[src/rtl/smartcargo_pkg.sv]
// smartcargo_pkg: shared state codes, request types and floor-field width for the car scheduler
package smartcargo_pkg;
  localparam int W_ANDAR = 2;
  typedef enum logic [3:0] {
    OCIOSO  = 4'd0,
    DECIDE  = 4'd1,
    MOVENDO = 4'd2,
    PARADO  = 4'd3
  } estado_t;
  typedef enum logic [1:0] {
    CHAMADA = 2'b00,
    CANCELA = 2'b10
  } tipo_t;
endpackage

[src/rtl/escalonador_chamadas_if.sv]
// escalonador_chamadas_if: request/sensor inputs and motor/debug outputs of the scheduler
interface escalonador_chamadas_if;
  import smartcargo_pkg::*;
  logic               pronto_serial;
  logic [7:0]         dados_serial;
  logic [W_ANDAR-1:0] andarAtual;
  logic               bordaSensorAtivo;
  logic               motorSubindo;
  logic               motorDescendo;
  logic [3:0]         proxParada;
  logic               temDestino;
  logic               sobe;
  logic [3:0]         db_estado;
  modport master (
    output pronto_serial, dados_serial, andarAtual, bordaSensorAtivo,
    input  motorSubindo, motorDescendo, proxParada, temDestino, sobe, db_estado
  );
  modport slave (
    input  pronto_serial, dados_serial, andarAtual, bordaSensorAtivo,
    output motorSubindo, motorDescendo, proxParada, temDestino, sobe, db_estado
  );
endinterface

[src/rtl/escalonador_chamadas_contador_parada.sv]
// contador_parada: dwell counter; fim pulses on the last dwell cycle
module contador_parada #(
  parameter int T_PARADA = 100
) (
  input  logic clock,
  input  logic reset,
  input  logic load,
  input  logic en,
  output logic fim
);
  localparam int W = $clog2(T_PARADA + 1);
  logic [W-1:0] cnt;
  always_ff @(posedge clock) cnt <= (reset || load) ? '0 : en ? cnt + 1'b1 : cnt;
  assign fim = en && cnt == W'(T_PARADA - 1);
endmodule

[src/rtl/escalonador_chamadas.sv]
// escalonador_chamadas: SCAN elevator scheduler with per-floor stops and pending destinations
module escalonador_chamadas
  import smartcargo_pkg::*;
#(
  parameter int T_PARADA  = 100,
  parameter int N_ANDARES = 4
) (
  input logic                  clock,
  input logic                  reset,
  escalonador_chamadas_if.slave bus
);
  estado_t estado, estado_n;
  logic [N_ANDARES-1:0] paradas, paradas_n;
  logic [N_ANDARES-1:0] dest_pend [N_ANDARES];
  logic [N_ANDARES-1:0] dest_pend_n [N_ANDARES];
  logic [W_ANDAR-1:0] prox, prox_n, orig, dest, alvo_ida, alvo_volta;
  logic sobe, sobe_n, chamada, cancela, serve, fim, achou_ida, achou_volta, chegou;
  logic motor_sobe, motor_desce, motor_sobe_n, motor_desce_n, tem, tem_n;
  logic unused_bits;
  // nearest pending floor strictly beyond a in the given direction
  function automatic logic [W_ANDAR:0] busca(logic [N_ANDARES-1:0] p, logic [W_ANDAR-1:0] a, logic up);
    logic [W_ANDAR:0] r;
    logic [W_ANDAR-1:0] j;
    r = '0;
    for (int i = 0; i < N_ANDARES; i++) begin
      j = W_ANDAR'(up ? i : N_ANDARES - 1 - i);
      if (!r[W_ANDAR] && p[j] && (up ? j > a : j < a)) r = {1'b1, j};
    end
    return r;
  endfunction
  always_comb begin
    chamada = bus.pronto_serial && bus.dados_serial[5:4] == CHAMADA;
    cancela = bus.pronto_serial && bus.dados_serial[5:4] == CANCELA;
    orig = bus.dados_serial[1:0];
    dest = bus.dados_serial[3:2];
    {achou_ida, alvo_ida} = busca(paradas, bus.andarAtual, sobe);
    {achou_volta, alvo_volta} = busca(paradas, bus.andarAtual, !sobe);
    chegou = bus.bordaSensorAtivo && bus.andarAtual == prox;
    estado_n = estado;
    prox_n = prox;
    sobe_n = sobe;
    case (estado)
      OCIOSO: estado_n = |paradas ? DECIDE : OCIOSO;
      DECIDE: begin
        estado_n = ~|paradas ? OCIOSO : paradas[bus.andarAtual] ? PARADO : MOVENDO;
        prox_n = achou_ida ? alvo_ida : achou_volta ? alvo_volta : prox;
        sobe_n = achou_ida || !achou_volta ? sobe : !sobe;
      end
      MOVENDO: begin
        estado_n = chegou ? PARADO : MOVENDO;
        if (chamada && (sobe ? orig > bus.andarAtual && orig < prox : orig < bus.andarAtual && orig > prox))
          prox_n = orig;
      end
      default: estado_n = fim ? DECIDE : PARADO;
    endcase
    if (cancela) estado_n = OCIOSO;
    // a call at the floor being served is absorbed into the current stop
    serve = estado_n == PARADO && (estado != PARADO || (chamada && orig == bus.andarAtual));
    paradas_n = paradas;
    dest_pend_n = dest_pend;
    if (chamada) begin
      paradas_n[orig] = 1'b1;
      if (orig != dest) dest_pend_n[orig][dest] = 1'b1;
    end
    if (serve) begin
      paradas_n = paradas_n | dest_pend_n[bus.andarAtual];
      paradas_n[bus.andarAtual] = 1'b0;
      dest_pend_n[bus.andarAtual] = '0;
    end
    if (cancela) begin
      paradas_n = '0;
      dest_pend_n = '{default: '0};
    end
    tem_n = |paradas_n;
    for (int i = 0; i < N_ANDARES; i++) tem_n = tem_n | (|dest_pend_n[i]);
    tem_n = tem_n && estado_n != OCIOSO;
    motor_sobe_n = estado_n == MOVENDO && prox_n > bus.andarAtual;
    motor_desce_n = estado_n == MOVENDO && prox_n < bus.andarAtual;
  end
  always_ff @(posedge clock) begin
    if (reset) begin
      estado <= OCIOSO;
      paradas <= '0;
      dest_pend <= '{default: '0};
      prox <= '0;
      sobe <= 1'b1;
      motor_sobe <= 1'b0;
      motor_desce <= 1'b0;
      tem <= 1'b0;
    end else begin
      estado <= estado_n;
      paradas <= paradas_n;
      dest_pend <= dest_pend_n;
      prox <= prox_n;
      sobe <= sobe_n;
      motor_sobe <= motor_sobe_n;
      motor_desce <= motor_desce_n;
      tem <= tem_n;
    end
  end
  contador_parada #(.T_PARADA(T_PARADA)) u_contador (
    .clock(clock),
    .reset(reset),
    .load (serve),
    .en   (estado == PARADO),
    .fim  (fim)
  );
  assign unused_bits = ^bus.dados_serial[7:6];
  assign bus.motorSubindo = motor_sobe;
  assign bus.motorDescendo = motor_desce;
  assign bus.proxParada = 4'(prox);
  assign bus.temDestino = tem;
  assign bus.sobe = sobe;
  assign bus.db_estado = estado;
endmodule

[src/flat_wrapper.sv]
// flat-port wrapper written by rule: the top's interface ports become plain ports
module escalonador_chamadas_flat import smartcargo_pkg::*;
#(
  parameter int T_PARADA  = 100,
  parameter int N_ANDARES = 4
)
  (clock, reset, bus_pronto_serial, bus_dados_serial, bus_andarAtual, bus_bordaSensorAtivo, bus_motorSubindo, bus_motorDescendo, bus_proxParada, bus_temDestino, bus_sobe, bus_db_estado);
  escalonador_chamadas_if bus_i ();
  input logic clock;
  input logic reset;
  input wire logic [$bits(bus_i.pronto_serial)-1:0] bus_pronto_serial;
  input wire logic [$bits(bus_i.dados_serial)-1:0] bus_dados_serial;
  input wire logic [$bits(bus_i.andarAtual)-1:0] bus_andarAtual;
  input wire logic [$bits(bus_i.bordaSensorAtivo)-1:0] bus_bordaSensorAtivo;
  output wire logic [$bits(bus_i.motorSubindo)-1:0] bus_motorSubindo;
  output wire logic [$bits(bus_i.motorDescendo)-1:0] bus_motorDescendo;
  output wire logic [$bits(bus_i.proxParada)-1:0] bus_proxParada;
  output wire logic [$bits(bus_i.temDestino)-1:0] bus_temDestino;
  output wire logic [$bits(bus_i.sobe)-1:0] bus_sobe;
  output wire logic [$bits(bus_i.db_estado)-1:0] bus_db_estado;
  assign bus_i.pronto_serial = bus_pronto_serial;
  assign bus_i.dados_serial = bus_dados_serial;
  assign bus_i.andarAtual = bus_andarAtual;
  assign bus_i.bordaSensorAtivo = bus_bordaSensorAtivo;
  assign bus_motorSubindo = bus_i.motorSubindo;
  assign bus_motorDescendo = bus_i.motorDescendo;
  assign bus_proxParada = bus_i.proxParada;
  assign bus_temDestino = bus_i.temDestino;
  assign bus_sobe = bus_i.sobe;
  assign bus_db_estado = bus_i.db_estado;
  escalonador_chamadas #(.T_PARADA(T_PARADA), .N_ANDARES(N_ANDARES)) u_core (.clock(clock), .reset(reset), .bus(bus_i));
endmodule
[config.mk]
export PLATFORM = sky130hd
export DESIGN_NAME = escalonador_chamadas_flat
export DESIGN_NICKNAME = d
export VERILOG_FILES = /design/src/rtl/smartcargo_pkg.sv /design/src/rtl/escalonador_chamadas_if.sv /design/src/rtl/escalonador_chamadas_contador_parada.sv /design/src/rtl/escalonador_chamadas.sv /design/src/flat_wrapper.sv
export SDC_FILE = /design/constraint.sdc
export NUM_CORES = 1
export LEC_CHECK = 0
export BUFFER_PORTS_ARGS = -buffer_cell sky130_fd_sc_hd__buf_2
export CELL_PAD_IN_SITES_DETAIL_PLACEMENT = 0
export CELL_PAD_IN_SITES_GLOBAL_PLACEMENT = 1
export CORE_MARGIN = 5
export CORE_UTILIZATION = 40
export CTS_CLUSTER_DIAMETER = 50
export CTS_CLUSTER_SIZE = 24
export DETAILED_ROUTE_END_ITERATION = 7
export GPL_TIMING_DRIVEN = 0
export PLACE_DENSITY = 0.73
export SYNTH_ARGS = -nofsm -noshare
export SYNTH_HDL_FRONTEND = slang
export SYNTH_SLANG_ARGS = --single-unit
[constraint.sdc]
create_clock -name clock -period 3.4 [get_ports clock]
set_input_delay 0.34 -clock clock [delete_from_list [all_inputs] [get_ports clock]]
set_output_delay 0.34 -clock clock [all_outputs]
set_load 0.05 [all_outputs]
# == Yosys cells after proc, flatten, opt, wreduce, memory -nomap -nowiden ==
# Cells that the tools add are included.
# op_classes
add_sub_neg,1
n_mul,0
div,0
magnitude_cmp,28
eq_ne,11
shift,0
mux,62
bitwise_logic,14
reduce_logical,52
# ops
op,n
$mux W16,4
$mux W4,9
$logic_and A1 B1 Y1,31
$mux W3,8
$reduce_or A4 Y1,6
$lt A2 B3 Y1 const B,7
$mux W1,20
$and A16 B16 Y16,1
$demux W4 S2,2
$eq A4 B2 Y1 const B,4
$mux W2,8
$not A16 Y16,1
$or A16 B16 Y16,1
$gt A2 B2 Y1,7
$lt A2 B2 Y1,7
$pmux W4 S3,1
$bmux W1 S2,5
$bmux W4 S2,1
$logic_not A1 Y1,8
$or A4 B4 Y4,2
$add A7 B1 Y7 const B,1
$eq A7 B7 Y1 const B,1
$demux W1 S2,3
$ge A2 B1 Y1 const B,3
18 further kinds,27
# totals
reg_bits,37
latch_bits,0
mem_bits_rw,0
mem_bits_ro,0
in_bits,14
output_inout_bits,12
memories,0

# == Depth between registers and ports, before layout ==
# logic_depth
word_depth,22
mapped_depth,15

# == Cells and area by module ==
# From an unflattened synthesis, not the netlist that was laid out.
# hier_totals
cells_unflattened,331
hier_area_um2,2627.5
# modules_own_cells
mod,n_inst,cells_each,area_each_um2,seq_area_each_um2
escalonador_chamadas,1,297,2324.7,560.5
contador_parada,1,34,302.8,140.1

# == Worst setup path after synthesis ==
# OpenSTA, ideal clock, no wires.
# synth_path
path_type,register to register
from,"register u_core.sobe, in the netlist u_core.bus.sobe"
to,"register u_core.motor_sobe, in the netlist u_core.bus.motorSubindo"
setup_ns,0.116
arrival_time_ns,3.307
slack_ns,-0.023
stages_incl_launch_ff,15
n_path_buf,2
cell_sequence,dfxtp_1 > clkbuf_1 > inv_1 > ha_1 > buf_2 > o21ba_2 > a22oi_1 > o32ai_1 > a2111oi_2 > o211ai_1 > a222oi_1 > ha_1 > nor2b_1 > o21ai_0 > nor2_1
# synth_between
elab_chain_len,22
# synth_rtl
item,line,text
from (decl),escalonador_chamadas.sv:17,"logic sobe, sobe_n, chamada, cancela, serve, fim, achou_ida, achou_volta, chegou;"
from (signal assigned),escalonador_chamadas.sv:95,sobe <= sobe_n;
$mux W2,escalonador_chamadas.sv:26,j = W_ANDAR'(up ? i : N_ANDARES - 1 - i);
"$gt A2 B2 Y1, or another cell as far along",escalonador_chamadas.sv:27,"if (!r[W_ANDAR] && p[j] && (up ? j > a : j < a)) r = {1'b1, j};"
$mux W1,escalonador_chamadas.sv:27,
$logic_and A1 B1 Y1,escalonador_chamadas.sv:27,
$mux W3,escalonador_chamadas.sv:27,
$logic_not A1 Y1,escalonador_chamadas.sv:27,
$logic_and A1 B1 Y1 (2 in a row),escalonador_chamadas.sv:27,
$mux W3,escalonador_chamadas.sv:27,
[... 3 more ...],--,
$mux W3,escalonador_chamadas.sv:27,
$logic_not A1 Y1,escalonador_chamadas.sv:27,
$logic_and A1 B1 Y1 (2 in a row),escalonador_chamadas.sv:27,
$mux W3,escalonador_chamadas.sv:27,
$mux W2 (2 in a row),escalonador_chamadas.sv:46,prox_n = achou_ida ? alvo_ida : achou_volta ? alvo_volta : prox;
$pmux W2 S2 (*),escalonador_chamadas.sv:42,case (estado)
$gt A2 B2 Y1 (*),escalonador_chamadas.sv:77,motor_sobe_n = estado_n == MOVENDO && prox_n > bus.andarAtual;
$logic_and A1 B1 Y1 (*),escalonador_chamadas.sv:77,
to (signal assigned),escalonador_chamadas.sv:96,motor_sobe <= motor_sobe_n;
to (decl),escalonador_chamadas.sv:18,"logic motor_sobe, motor_desce, motor_sobe_n, motor_desce_n, tem, tem_n;"
# Every way passes the cells marked *; elsewhere a longest branch is shown, timed or not. The select of a mux whose other input is x is not followed.
# A chain may end at the register's enable or synchronous reset.

# == Worst setup path in the final report ==
# layout_path
from,input bus_andarAtual[1]
to,"register u_core.motor_sobe, in the netlist u_core.bus.motorSubindo"
# layout_between
elab_chain_len,21
# layout_rtl
item,line,text
from (decl),flat_wrapper.sv:13,input wire logic [$bits(bus_i.andarAtual)-1:0] bus_andarAtual;
$gt A2 B2 Y1 or $lt A2 B2 Y1 (tied branches),escalonador_chamadas.sv:27,
$mux W1,escalonador_chamadas.sv:27,
$logic_and A1 B1 Y1,escalonador_chamadas.sv:27,
$mux W3,escalonador_chamadas.sv:27,
$logic_not A1 Y1,escalonador_chamadas.sv:27,
$logic_and A1 B1 Y1 (2 in a row),escalonador_chamadas.sv:27,
$mux W3,escalonador_chamadas.sv:27,
$logic_not A1 Y1,escalonador_chamadas.sv:27,
$logic_and A1 B1 Y1 (2 in a row),escalonador_chamadas.sv:27,
$mux W3,escalonador_chamadas.sv:27,
$logic_not A1 Y1,escalonador_chamadas.sv:27,
$logic_and A1 B1 Y1 (2 in a row),escalonador_chamadas.sv:27,
$mux W3,escalonador_chamadas.sv:27,
$mux W2 (2 in a row),escalonador_chamadas.sv:46,
$pmux W2 S2,escalonador_chamadas.sv:42,
$gt A2 B2 Y1,escalonador_chamadas.sv:77,
$logic_and A1 B1 Y1 (*),escalonador_chamadas.sv:77,
# Marked as above.

==> impl_metrics.py <==
metrics = {
    "synth": {
        "synth_edf_count": 0,
        "yosys-top-cells-area": "dfxtp_1, ha_1, nor2_1, nand2_1, nor2b_1",
        "syn_inst": 320,
        "synth_ff_type": "dfxtp_1",
        "synth_area_um2": 2500,
        "yosysTopAreaCellShare_pct": 28.0,
        "ys_async_sr_fraction_pct": 0,
        "yosys.area.top_type": "dfxtp_1",
        "ys_top_cells_by_count": "nor2_1, dfxtp_1, nand2_1",
        "syn_area_per_cell_um2": 7.82,
        "synth.most_common_cell": "nor2_1",
        "ys_types": 66,
        "ys_warn_count": 0,
        "synth-seq-cells": 35,
        "yosysSeqAreaShare_pct": 28.0,
    },
    "sta": {
        "fin_setup_tns_ns": 0,
        "setup_violations": 0,
        "period_minus_slack_ns": 3.09,
        "post-route-worst-setup-slack_ns": 0.310,
        "hold_viol": 0,
        "tightest_slew_ns": 1.24,
        "drv_slew": 0,
        "period_share_pct": 90.9,
        "slew_headroom_pct": 16.3,
        "rsz0062_at_grt": "no",
        "fin_skew_ns": 0.00586,
        "max_freq_mhz": 324,
    },
    "setup_path": {
        "cp-end-kind": "flip-flop",
        "worst-path-max-fanout": 11,
        "arrival_ns": 3.28,
        "cp.required_ns": 3.59,
        "worst_setup_path_start_kind": "primary input",
        "crit_type": "primary input to flip-flop",
    },
    "clock_network": {
        "htreeDepth": 2,
        "cts_hold_buf": 0,
        "clk_latency_ns": 0.29,
        "root_buffer": "clkbuf_8",
        "clock-sinks": 35,
        "cts_tree": "built",
        "numCtsBuffers": 5,
        "clkTransAtPathRegs_ns": 0.08,
        "clockBufferDepth": 2,
    },
    "finish": {
        "fin_util_pct": 48.5,
        "fin_nets": 380,
        "antenna_cells": 0,
        "drive_gt1_share_pct": 17.6,
        "fillCellCount": 601,
        "area_delta_synth_final_pct": 16.1,
    },
    "grt": {
        "grt_pass1_wl_mm": 11.6,
        "grt_max_degree": 13,
        "grt.total_usage_pct": 19.0,
        "antenna_found_initial": 0,
        "first_global_vias": 2399,
        "grt.overflow.total": 0,
    },
    "placement": {
        "hpwl_mm": 5.44,
        "place_ws_ns": -0.499,
        "gp_congestion": 0.871,
        "port_buffers": 19,
    },
    "floorplanning": {
        "core-area_um2": 5990,
        "initial_utilization_pct": 41.8,
        "die_area_um2": 7940,
        "die_w_um": 89.1,
        "die_h_um": 89.1,
        "ios": 26,
        "fp-row-count": 28,
    },
    "drt": {
        "wl_per_cell_um": 16.8,
        "drcViolationCount": 0,
        "wl_mm": 7.17,
        "drt_iter0_markers": 149,
        "dr.pass1.iters": 5,
        "via_per_inst": 5.82,
        "dr_total_vias": 2485,
        "ant_nets": 0,
    },
    "flow_run": {
        "maxCapViolCount": 0,
    },
    "run_status": {
        "outcome": "finished clean",
    },
    "pwr": {
        "powerDensity_nw_per_um2": 343,
        "peakVddDrop_mv": 0.261,
        "p_leak_nw": 1.15,
    },
    "min_path": {
        "hp-class": "primary input to flip-flop",
    },
}
==> cell families after synthesis <==
group	share of synthesized area (%)
compound gates	26.2
xor+xnor	3.15
fa+ha+maj	7.50
buf+inv	6.05
flops	28.0
mux	2.45
other cells	0.150
simple gates	26.5
==> final cells by class <==
class,instances,area [µm²],share of cell area [%]
flip-flops and latches,35,704,24.2
repair buffers,22,118,4.04
clock inverters,3,67.6,2.32
inverters,15,58.8,2.02
well taps,75,93.8,3.23
multi-input cells,255,1710,58.6
clock buffers,5,68.8,2.37
plain buffers,17,91.3,3.14
==> what timing repair did <==
action	4_1_cts	5_1_grt
setup endpoints to repair	2	3
pin swaps	2	1
resized for setup	5	8
setup buffers	3	0
==> through the flow <==
stage               instances  power (mW)  hold slack [ns]  instance area [µm²]
floorplan                 323       0.510            0.409                 2520
detailed placement        417       0.546            0.446                 2710
CTS                       428        1.00            0.326                 2890
global route              427        1.05            0.326                 2910
finish                    427       0.997            0.328                 2910
global placement          417       0.547            0.439                 2710
==> state kept, by name (all words and copies together), names as in the netlist <==
name / count
u_core.prox: 2
u_core.paradas: 4
u_core.bus.motorDescendo: 1
u_core.bus.sobe: 1
u_core.bus.motorSubindo: 1
u_core.u_contador.cnt: 7
u_core.bus.temDestino: 1
u_core.bus.db_estado: 2
u_core.dest_pend: 16
==> report_power, final <==
| part | internal, mW | switching, mW |
|---|---|---|
| Sequential | 0.410 | 0.000980 |
| Clock | 0.293 | 0.164 |
| Combinational | 0.0444 | 0.0854 |
| Total | 0.747 | 0.250 |
==> path summary, 6_finish.rpt <==
check | slack [ns] | to | from | cells past startpoint
setup reg to reg | 0.32 | u_core.bus.motorSubindo | u_core.bus.sobe | 13
hold reg to reg | 0.45 | u_core.dest_pend[6] | u_core.dest_pend[6] | 2
setup / recovery | 0.31 | u_core.bus.motorSubindo | bus_andarAtual[1] | 15
hold / removal | 0.33 | u_core.prox[0] | reset | 2
==> per-layer routing <==
layer  up-vias  GRT usage, %  share of wire (%)
li1       1232             -                  -
met3        15          3.23                4.0
met4         0          6.77                2.2
met5         -             0                  0
met2        76          31.9                 49
met1      1162          24.3                 45
==> cell usage in the layout (no fill, tap or decap), types with 7 or more instances in the layout <==
| cell type | instances |
|---|---|
| a21oi_1 | 13 |
| a31oi_1 | 11 |
| buf_2 | 23 |
| buf_4 | 7 |
| clkbuf_1 | 7 |
| dfxtp_1 | 34 |
| ha_1 | 15 |
| inv_1 | 13 |
| nand2_1 | 25 |
| nand2b_1 | 7 |
| nor2_1 | 42 |
| nor2b_1 | 12 |
| o21ai_0 | 14 |
==> worst max-delay path: stages <==
cell and delay (ns):
buf_2 0.08, buf_2 0.25, inv_4 0.13, ha_1 0.29, buf_2 0.21, nor2b_4 0.21, a21oi_1 0.08, a22o_1 0.28
a2111oi_4 0.39, o211ai_1 0.14, a222oi_1 0.39, ha_1 0.23, nor2b_1 0.05, o21ai_0 0.15, nor2_1 0.05
No activity file was read; power rests on OpenSTA's default activity.
